**src/rtl/reorder_pkg.sv**
```systemverilog
// Shared constants, FSM state type and width helpers for the scatter-accumulate block.
package reorder_pkg;

    localparam int LANES_DEF     = 9;
    localparam int DW_DEF        = 8;
    localparam int AW_DEF        = 16;
    localparam int FRAME_LEN_DEF = 4;

    typedef enum logic [0:0] {
        ACCUM = 1'b0,
        HOLD  = 1'b1
    } state_e;

    // ceil(log2(v)) with a one-bit floor so single-valued fields still exist
    function automatic int clog2_min1(input int v);
        int r;
        r = 0;
        for (int i = 0; i < 31; i++) begin
            if ((1 << i) < v) r = i + 1;
        end
        return (r < 1) ? 1 : r;
    endfunction

    function automatic int max_int(input int a, input int b);
        return (a > b) ? a : b;
    endfunction

endpackage

```
**src/rtl/scatter_bin_sum.sv**
```systemverilog
// Combinational masked sum of every lane whose index selects bin BIN_ID.
module scatter_bin_sum #(
    parameter int LANES  = 9,
    parameter int DW     = 8,
    parameter int IW     = 4,
    parameter int SW     = 12,
    parameter int BIN_ID = 0
) (
    input  logic [LANES*DW-1:0] i_data,
    input  logic [LANES*IW-1:0] i_index,
    output logic [SW-1:0]       o_sum
);

    // accumulate all matching lanes; several lanes may target the same bin
    always_comb begin
        o_sum = '0;
        for (int i = 0; i < LANES; i++) begin
            if (i_index[i*IW +: IW] == IW'(BIN_ID)) begin
                o_sum = o_sum + SW'(i_data[i*DW +: DW]);
            end else begin
                o_sum = o_sum;
            end
        end
    end

endmodule

```
**src/rtl/reorder_scatter_accum.sv**
```systemverilog
// Streaming scatter-accumulate: per-beat lane scatter into LANES bins, frame result over valid/ready.
// Optional build macro SCATTER_SATURATE_EN: bins clamp at all-ones instead of wrapping.
module reorder_scatter_accum
    import reorder_pkg::*;
#(
    parameter int  LANES     = LANES_DEF,
    parameter int  DW        = DW_DEF,
    parameter int  AW        = AW_DEF,
    parameter int  FRAME_LEN = FRAME_LEN_DEF,
    localparam int IW        = clog2_min1(LANES),
    localparam int BW        = clog2_min1(FRAME_LEN + 1)
) (
    input  logic                clk,
    input  logic                rst_n,
    input  logic                in_valid,
    output logic                in_ready,
    input  logic [LANES*DW-1:0] in_data,
    input  logic [LANES*IW-1:0] in_index,
    input  logic                in_last,
    output logic                out_valid,
    input  logic                out_ready,
    output logic [LANES*AW-1:0] out_data,
    output logic [BW-1:0]       out_beats,
    output logic [LANES-1:0]    out_ovf,
    output logic                idx_err
);

    localparam int SW = DW + clog2_min1(LANES);
    // the add is done wide enough that any excess above AW bits is visible as overflow
    localparam int XW = max_int(AW, SW) + 1;

    state_e                   r_state;
    state_e                   w_state_next;
    logic                     r_bubble;
    logic [LANES-1:0][AW-1:0] r_bin;
    logic [LANES-1:0]         r_ovf;
    logic [BW-1:0]            r_count;
    logic [LANES*AW-1:0]      r_out_data;
    logic [BW-1:0]            r_out_beats;
    logic [LANES-1:0]         r_out_ovf;
    logic                     r_idx_err;

    logic [LANES-1:0][SW-1:0] w_sum;
    logic [LANES-1:0][XW-1:0] w_add;
    logic [LANES-1:0]         w_carry;
    logic [LANES-1:0][AW-1:0] w_bin_next;
    logic [LANES-1:0]         w_ovf_next;
    logic                     w_accept;
    logic                     w_close;
    logic                     w_idx_bad;
    logic                     w_in_ready;
    logic                     w_out_valid;

    generate
        for (genvar g = 0; g < LANES; g++) begin : g_bin
            scatter_bin_sum #(
                .LANES (LANES),
                .DW    (DW),
                .IW    (IW),
                .SW    (SW),
                .BIN_ID(g)
            ) u_bin_sum (
                .i_data (in_data),
                .i_index(in_index),
                .o_sum  (w_sum[g])
            );
        end
    endgenerate

    // per-bin update value and sticky overflow including the current beat
    always_comb begin
        w_add      = '0;
        w_carry    = '0;
        w_bin_next = '0;
        w_ovf_next = '0;
        for (int j = 0; j < LANES; j++) begin
            w_add[j]   = XW'(r_bin[j]) + XW'(w_sum[j]);
            w_carry[j] = |w_add[j][XW-1:AW];
`ifdef SCATTER_SATURATE_EN
            w_bin_next[j] = w_carry[j] ? {AW{1'b1}} : w_add[j][AW-1:0];
`else
            w_bin_next[j] = w_add[j][AW-1:0];
`endif
            w_ovf_next[j] = r_ovf[j] | w_carry[j];
        end
    end

    // any lane pointing past the last bin is dropped and flagged
    always_comb begin
        w_idx_bad = 1'b0;
        for (int i = 0; i < LANES; i++) begin
            if (int'(in_index[i*IW +: IW]) >= LANES) begin
                w_idx_bad = 1'b1;
            end else begin
                w_idx_bad = w_idx_bad;
            end
        end
    end

    assign w_accept = in_valid && w_in_ready;
    assign w_close  = (r_count == BW'(FRAME_LEN - 1)) || in_last;

    // FSM state register; r_bubble blocks input for one cycle after a release
    always_ff @(posedge clk or negedge rst_n) begin
        if (!rst_n) begin
            r_state  <= ACCUM;
            r_bubble <= 1'b0;
        end else begin
            r_state  <= w_state_next;
            r_bubble <= (r_state == HOLD) && out_ready;
        end
    end

    // FSM next-state logic
    always_comb begin
        w_state_next = r_state;
        case (r_state)
            ACCUM: begin
                if (w_accept && w_close) begin
                    w_state_next = HOLD;
                end else begin
                    w_state_next = ACCUM;
                end
            end
            HOLD: begin
                if (out_ready) begin
                    w_state_next = ACCUM;
                end else begin
                    w_state_next = HOLD;
                end
            end
            default: w_state_next = ACCUM;
        endcase
    end

    // FSM output decode
    always_comb begin
        w_in_ready  = 1'b0;
        w_out_valid = 1'b0;
        case (r_state)
            ACCUM: begin
                w_in_ready  = !r_bubble;
                w_out_valid = 1'b0;
            end
            HOLD: begin
                w_in_ready  = 1'b0;
                w_out_valid = 1'b1;
            end
            default: begin
                w_in_ready  = 1'b0;
                w_out_valid = 1'b0;
            end
        endcase
    end

    // bins, beat count and the held frame result
    always_ff @(posedge clk or negedge rst_n) begin
        if (!rst_n) begin
            r_bin       <= '0;
            r_ovf       <= '0;
            r_count     <= '0;
            r_out_data  <= '0;
            r_out_beats <= '0;
            r_out_ovf   <= '0;
            r_idx_err   <= 1'b0;
        end else begin
            r_idx_err <= w_accept && w_idx_bad;
            if (w_accept && w_close) begin
                r_out_data  <= w_bin_next;
                r_out_beats <= r_count + BW'(1);
                r_out_ovf   <= w_ovf_next;
                r_bin       <= '0;
                r_ovf       <= '0;
                r_count     <= '0;
            end else if (w_accept) begin
                r_bin   <= w_bin_next;
                r_ovf   <= w_ovf_next;
                r_count <= r_count + BW'(1);
            end else begin
                r_bin   <= r_bin;
                r_ovf   <= r_ovf;
                r_count <= r_count;
            end
        end
    end

    assign in_ready  = w_in_ready;
    assign out_valid = w_out_valid;
    assign out_data  = r_out_data;
    assign out_beats = r_out_beats;
    assign out_ovf   = r_out_ovf;
    assign idx_err   = r_idx_err;

endmodule
```
**config.mk**
```make
export PLATFORM = sky130hd
export DESIGN_NAME = reorder_scatter_accum
export DESIGN_NICKNAME = d
export VERILOG_FILES = /design/src/rtl/reorder_pkg.sv /design/src/rtl/scatter_bin_sum.sv /design/src/rtl/reorder_scatter_accum.sv
export SDC_FILE = /design/constraint.sdc
export NUM_CORES = 2
export LEC_CHECK = 0
export ABC_AREA = 1
export CAP_MARGIN = 20
export CORE_UTILIZATION = 50
export CTS_CLUSTER_SIZE = 25
export DETAILED_ROUTE_END_ITERATION = 12
export MAX_ROUTING_LAYER = met4
export PLACE_DENSITY = 0.68
export SLEW_MARGIN = 40
export SYNTH_ARGS = -nofsm -noshare
export SYNTH_HDL_FRONTEND = slang
export SYNTH_SLANG_ARGS = --single-unit
```
**constraint.sdc**
```tcl
create_clock -name clk -period 3.1 [get_ports clk]
set_input_delay 0.62 -clock clk [delete_from_list [all_inputs] [get_ports clk]]
set_output_delay 0.62 -clock clk [all_outputs]
set_load 0.005 [all_outputs]
```
== Word-level counts from Yosys, hierarchy flattened ==
Index checks and enable logic that the tools add are counted.

* Logic and storage cells: 308
* Output and inout bits: 159
* Input bits: 113
* Register bits after elaboration: 315

* Equal/unequal tests: 73
* Magnitude comparators: 9
* Add/subtract/negate cells: 82
* Mux-type cells: 101
* Bitwise logic cells: 10
* Reduce and logical (&&, ||, !) cells: 16

{| class="wikitable"
|+ Operators with widths
! cell !! count
|-
| 2-to-1 mux 12 bit || 72
|-
| adder 12 x 8 -> 12 bit || 63
|-
| 2-to-1 mux 144 bit || 2
|-
| adder 16 x 12 -> 17 bit || 9
|-
| == test 4 x 3 -> 1 bit (second input constant) || 36
|-
| adder 8 x 8 -> 9 bit || 9
|-
| == test 4 x 2 -> 1 bit (second input constant) || 18
|-
| 2-to-1 mux 8 bit || 9
|-
| == test 4 x 1 -> 1 bit (second input constant) || 9
|-
| == test 4 bit (second input constant) || 9
|-
| greater-or-equal comparator 4 bit (second input constant) || 9
|-
| zero test 4 bit || 9
|-
| 2-to-1 mux 9 bit || 2
|-
| 2-to-1 mux 1 bit || 11
|-
| OR 1 bit || 9
|-
| 2-to-1 mux 3 bit || 2
|-
| case mux 1 bit (2 select lines) || 3
|-
| logical AND 1 bit || 4
|-
| adder 3 x 1 -> 3 bit (second input constant) || 1
|-
| == test 3 x 2 -> 1 bit (second input constant) || 1
|-
| nonzero test 2 bit || 1
|-
| zero test 1 bit || 1
|-
| logical OR 1 bit || 1
|-
| inverter 1 bit || 1
|}

== Depth between registers and ports, before layout ==
* Depth in word-level cells: 22
* Gate-level depth with buffers: 73
* Depth with buffers taken out: 73

== Cells and area by module ==
A second synthesis with hierarchy kept.

* Cell total of the unflattened synthesis: 9421
* Area total of the unflattened synthesis: 57151.1 um^2

{| class="wikitable"
|+ Modules (own cells, without submodules)
! module !! sequential area each (um^2) !! instances !! cells an instance !! area each (um^2)
|-
| reorder_scatter_accum || 7882.6 || 1 || 2649 || 19007.0
|-
| scatter_bin_sum (g_bin[5].u_bin_sum ...) || 0.0 || 2 || 746 || 4251.6
|-
| scatter_bin_sum (g_bin[1].u_bin_sum ...) || 0.0 || 2 || 757 || 4190.3
|-
| scatter_bin_sum (g_bin[7].u_bin_sum) || 0.0 || 1 || 769 || 4381.7
|-
| scatter_bin_sum (g_bin[0].u_bin_sum) || 0.0 || 1 || 755 || 4319.1
|-
| scatter_bin_sum (g_bin[4].u_bin_sum) || 0.0 || 1 || 758 || 4285.4
|-
| scatter_bin_sum (g_bin[8].u_bin_sum) || 0.0 || 1 || 730 || 4152.7
|-
| scatter_bin_sum (g_bin[3].u_bin_sum) || 0.0 || 1 || 754 || 4121.5
|}

== Least setup slack after synthesis ==
Ideal clock, no wire load.

* Kind: input to register
* Start point: input port in_index[2]
* End point: register r_bin[47] (netlist bit)
* Path buffers: 0
* Data arrival time: 9.801 ns
* Stages on the path: 64
* Setup time: 0.141 ns
* Data required time: 2.959 ns
* Setup slack: -6.842 ns
* Cell sequence: nor2_2 > inv_1 > nor2_1 > inv_1 > nor2_1 > ha_1 > inv_1 > fa_1 > xor2_1 > o21ai_1 > ha_1 > a21oi_1 > nand2_1 > xnor2_1 > o21ai_0 > ha_1 > a21oi_1 > and2_1 > (+28 left out) > inv_1 > nor2_1 > o21ai_0 > nand2_1 > nand2_1 > xnor2_1 > inv_1 > ha_1 > inv_1 > o21bai_1 > nand3_1 > nand2_1 > a21oi_1 > nor2_1 > nand2_1 > nor2_1 > xor2_1 > o22ai_1

* Longest elaborated chain between the ends: 21

{| class="wikitable"
|+ RTL lines
! what !! line !! RTL
|-
| start: declaration || reorder_scatter_accum.sv:18 || <nowiki>input logic [LANES*IW-1:0] in_index,</nowiki>
|-
| == test 4 x 2 -> 1 bit (*) || scatter_bin_sum.sv:18 || <nowiki>if (i_index[i*IW +: IW] == IW'(BIN_ID)) begin</nowiki>
|-
| 2-to-1 mux 8 bit (*) || scatter_bin_sum.sv:18 ||
|-
| adder 8 x 8 -> 9 bit || scatter_bin_sum.sv:19 || <nowiki>o_sum = o_sum + SW'(i_data[i*DW +: DW]);</nowiki>
|-
| 2-to-1 mux 12 bit (*) || scatter_bin_sum.sv:18 ||
|-
| adder 12 x 8 -> 12 bit || scatter_bin_sum.sv:19 ||
|-
| 2-to-1 mux 12 bit (*) || scatter_bin_sum.sv:18 ||
|-
| adder 12 x 8 -> 12 bit || scatter_bin_sum.sv:19 ||
|-
| 2-to-1 mux 12 bit (*) || scatter_bin_sum.sv:18 ||
|-
| (+5 left out) || n/a ||
|-
| 2-to-1 mux 12 bit (*) || scatter_bin_sum.sv:18 ||
|-
| adder 12 x 8 -> 12 bit || scatter_bin_sum.sv:19 ||
|-
| 2-to-1 mux 12 bit (*) || scatter_bin_sum.sv:18 ||
|-
| adder 12 x 8 -> 12 bit || scatter_bin_sum.sv:19 ||
|-
| 2-to-1 mux 12 bit (*) || scatter_bin_sum.sv:18 ||
|-
| adder 16 x 12 -> 17 bit (*) || reorder_scatter_accum.sv:77 || <nowiki>w_add[j] = XW'(r_bin[j]) + XW'(w_sum[j]);</nowiki>
|-
| 2-to-1 mux 144 bit (*) || reorder_scatter_accum.sv:175 || <nowiki>end else if (w_accept) begin</nowiki>
|-
| 2-to-1 mux 144 bit (*) || reorder_scatter_accum.sv:168 || <nowiki>if (w_accept && w_close) begin</nowiki>
|-
| end signal: assignment || reorder_scatter_accum.sv:176 || <nowiki>r_bin <= w_bin_next;</nowiki>
|-
| end signal: assignment || reorder_scatter_accum.sv:180 || <nowiki>r_bin <= r_bin;</nowiki>
|-
| end: declaration || reorder_scatter_accum.sv:35 || <nowiki>logic [LANES-1:0][AW-1:0] r_bin;</nowiki>
|}

Every way passes the cells marked *; elsewhere a longest branch is shown, timed or not. The select of a mux whose other input is x is not followed.
A chain may end at the register's enable or synchronous reset.

== Final worst setup path ==
* Start point: input port in_index[1]
* End point: register r_ovf[0]

* Longest elaborated chain between the ends: 22

{| class="wikitable"
|+ RTL lines
! what !! line !! RTL
|-
| zero test 4 bit (*) || scatter_bin_sum.sv:18 ||
|-
| 2-to-1 mux 8 bit (*) || scatter_bin_sum.sv:18 ||
|-
| adder 8 x 8 -> 9 bit || scatter_bin_sum.sv:19 ||
|-
| 2-to-1 mux 12 bit (*) || scatter_bin_sum.sv:18 ||
|-
| adder 12 x 8 -> 12 bit || scatter_bin_sum.sv:19 ||
|-
| 2-to-1 mux 12 bit (*) || scatter_bin_sum.sv:18 ||
|-
| adder 12 x 8 -> 12 bit || scatter_bin_sum.sv:19 ||
|-
| 2-to-1 mux 12 bit (*) || scatter_bin_sum.sv:18 ||
|-
| (+6 left out) || n/a ||
|-
| adder 12 x 8 -> 12 bit || scatter_bin_sum.sv:19 ||
|-
| 2-to-1 mux 12 bit (*) || scatter_bin_sum.sv:18 ||
|-
| adder 12 x 8 -> 12 bit || scatter_bin_sum.sv:19 ||
|-
| 2-to-1 mux 12 bit (*) || scatter_bin_sum.sv:18 ||
|-
| adder 16 x 12 -> 17 bit (*) || reorder_scatter_accum.sv:77 ||
|-
| OR 1 bit (*) || reorder_scatter_accum.sv:84 || <nowiki>w_ovf_next[j] = r_ovf[j] | w_carry[j];</nowiki>
|-
| 2-to-1 mux 9 bit (*) || reorder_scatter_accum.sv:175 ||
|-
| 2-to-1 mux 9 bit (*) || reorder_scatter_accum.sv:168 ||
|-
| end signal: assignment || reorder_scatter_accum.sv:177 || <nowiki>r_ovf <= w_ovf_next;</nowiki>
|-
| end signal: assignment || reorder_scatter_accum.sv:181 || <nowiki>r_ovf <= r_ovf;</nowiki>
|-
| end: declaration || reorder_scatter_accum.sv:36 || <nowiki>logic [LANES-1:0] r_ovf;</nowiki>
|}

Marked as above.

==> metrics.cfg <==
[die]
die_area_um2 = 102100
die_h_um = 319.6
core_area_um2 = 100000
die_w_um = 319.6
num_rows = 116
start_util_pct = 50.44
io_pins = 272

[detailed_routing]
routed_wl_um = 228300
drc = 0
drt_iter0_markers = 6102
num_vias = 67940
final_antenna_net_count = 0
drtPass1Iterations = 10
vias_per_cell = 5.668
wl_per_cell_um = 19.04

[synthesis]
yosysWarnings = 0
synth_area_um2 = 50440
avgSynthCellArea_um2 = 6.332
ys_async_sr_fraction_pct = 100.0
synth_top_cell_by_area = ha_1
synth_edf_count = 0
synthCells = 7965
synth_ff_type = dfrtp_1
yosys.area.top_type_share_pct = 17.46
syn_nets = 8863
yosys-top-cells-area = ha_1 (17%), nand2_1 (16%), dfrtp_1 (16%)
ys_ff_latch = 315
ys_seq_area_share_pct = 15.63
synth.distinct_cells = 53

[cells_and_area]
stdcell_area_um2 = 85200
nets = 11560
seq_area_um2 = 7883
final_cell_mix = buf_4 (2417), nand2_1 (1960), inv_1 (939)
multiInputGateArea_um2 = 47540
drive_above_1_share_pct = 41.82
fin_util_pct = 85.20
final_common_cell = buf_4
synthToLayoutAreaGrowth_pct = 68.93
n_fill_cell = 5508

[timing]
slew_violations = 0
worst_pin_slew_ns = 0.7874
period_share_pct = 318.5
whs_ns = -0.01038
rsz0062_at_grt = true
worst_clock_skew_ns = 0.02058
setup_ws_ns = -6.773
timing.fmax_ghz = 0.1013
hold_violations = 7
finalSetupViolations = 306
max-slew-margin-rel_pct = 47.51
period_needed_ns = 9.873

[worst_setup_path]
cpMaxStageDelayCell = fa_2
rrSetupSlack_ns = 0.07
cp.arrival_ns = 10.40
slowest_delay_ns = 0.57
crit_fanout = 5
rr_worst_depth = 17
r2r_end = r_bin[111]$_DFFE_PN0P_
crit_top_cell = inv_2
worstPathRequired_ns = 3.63
endpoint_kind = flip-flop
worstSetupPathType = input port to flip-flop
rr_startpoint = r_bin[98]$_DFFE_PN0P_
worstSetupStartpointType = input port

[pwr]
p_sw_share_pct = 43.47
power.switching_mw = 12.62
p_int_mw = 16.41
p_comb_share_pct = 66.6
clkPwrFrac_pct = 12.5
totalPowerFinal_mw = 29.03
p_seq_share_pct = 20.9
ir_drop_mv = 0.4280
leakage_nw = 43.16
power_density_nw_per_um2 = 340.8

[grt]
grt_pass1_vias = 59500
grt_max_degree = 119
track_usage_pct = 37.08
antenna_found_initial = 11
use_met2_pct = 61.59
grt-ovfl-total = 0
busiest_layer = met2
use_met1_pct = 44.29
grt_pass1_wl_um = 301000
grtUsageMet3_pct = 3.141

[clocking]
htreeDepth = 1
clk_path_buf_depth = 3
path_clk_slew_ns = 0.07
cts_tree = yes
clock_sinks = 315
clk_latency_ns = 0.60
hold_buffers = 0
root_buffer = clkbuf_16
cts_buffers = 27

[flow_run]
max_cap_viol_count = 0

[worst_hold_path]
hold_class = input port to async pin

[placed_design]
io_buffers = 271
place.gp.congestion = 1.052
place_hpwl_um = 150100
place_area_um2 = 72320
place_ws_ns = -7.997

[status]
outcome = complete, but fails checks
violations = hold timing, setup timing

==> power by group through the flow <==
| stage | Sequential [mW] | Combinational [mW] | Clock, mW |
|---|---|---|---|
| final | 6.07 | 19.3 | 3.62 |
| after global routing | 6.11 | 20.6 | 3.73 |
| after CTS | 5.90 | 15.8 | 3.55 |
| after detailed placement | 5.92 | 14.6 | 0 |
| after global placement | 5.89 | 14.0 | 0 |
| after floorplan | 5.78 | 7.48 | 0 |
==> worst max path at each step <==
| stage | start | end | slack (ns) | cells after the start |
|---|---|---|---|---|
| after floorplan | in_index[1] | r_bin[79]$_DFFE_PN0P_ | -6.15 | 66 |
| after global placement | in_index[3] | r_bin[31]$_DFFE_PN0P_ | -7.75 | 59 |
| after detailed placement | in_index[2] | r_bin[31]$_DFFE_PN0P_ | -8.00 | 59 |
| after CTS | in_index[3] | r_bin[79]$_DFFE_PN0P_ | -6.22 | 62 |
| after global routing | in_index[3] | r_bin[79]$_DFFE_PN0P_ | -7.15 | 64 |
| final | in_index[1] | r_ovf[0]$_DFFE_PN0P_ | -6.77 | 69 |
==> kinds of logic after synthesis <==
| logic type | Yosys count | synth area share [%] |
|---|---|---|
| xor gates and xnor gates | 365 | 6.338 |
| buffers and inverters | 1266 | 9.499 |
| adders and majority gates | 785 | 20.68 |
| and+or+nand+nor | 3619 | 30.12 |
| AOI/OAI and AO/OA | 1615 | 17.74 |
| DFF | 315 | 15.63 |
==> synthesized netlist by cell type (18+ instances only) <==
cell type	n
a31oi_1	66
o21ai_1	149
a22o_1	31
nand3_1	408
fa_1	81
o21bai_1	40
inv_1	1094
o21a_1	20
dfrtp_1	315
buf_2	18
a211oi_1	38
nand3b_1	43
o21ai_0	579
or2_2	62
nand3_2	28
xor2_1	218
nor2_1	665
o21ai_2	27
and2_1	42
a21oi_1	526
nand4_1	72
xnor2_1	147
nand2_1	2190
ha_1	704
clkbuf_1	108
nand2_2	58
nor2_2	20
o31ai_1	18
o22ai_1	42
o211ai_1	32
==> stage by stage <==
stage / hold slack (ns) / instances / setup TNS [ns]
after global routing: 0.06450 / 11990 / -1857.50
after floorplan: 0.3244 / 7965 / -1561.32
final: -0.01038 / 11990 / -1744.84
after global placement: 0.4561 / 11520 / -2015.59
after detailed placement: 0.4579 / 11520 / -2083.14
after CTS: 0.06015 / 11800 / -1660.22
==> registers in the layout, summed over array words and instances (netlist names), 3 cells and up <==
signal,count
r_bin,144
out_ovf,9
out_beats,3
r_ovf,9
r_count,3
out_data,144
==> timing repair <==
| item | 4_1_cts | 5_1_grt |
|---|---|---|
| pin swaps | 460 | 819 |
| resized for setup | 668 | 1255 |
| endpoints found under the setup margin | 306 | 306 |
| buffers inserted | 234 | 178 |
==> worst max-delay path, delay by kind of cell <==
family          cells  cell delay [ns]
fa+ha+maj          10             3.22
compound gates     15             2.30
buf+inv            19             1.63
xor+xnor            2             0.33
simple gates       23             2.23
==> routing by layer <==
metal / share of wire [%] / routed length (µm)
met1: 38 / 85700
met2: 46 / 105000
met3: 6.9 / 15800
met4: 9.5 / 21790
met5: 0 / 0
==> layout make-up <==
| type | count | share of cell area (%) |
|---|---|---|
| multi-input combinational | 6384 | 55.80 |
| antenna | 11 | 0.03231 |
| clock inverter | 12 | 0.1380 |
| clock buffer | 35 | 0.8987 |
| sequential | 315 | 9.252 |
| timing repair buffer | 2812 | 26.97 |
| tap | 1298 | 1.906 |
| inverter | 1120 | 5.000 |
Power figures use the tool's default switching activity.
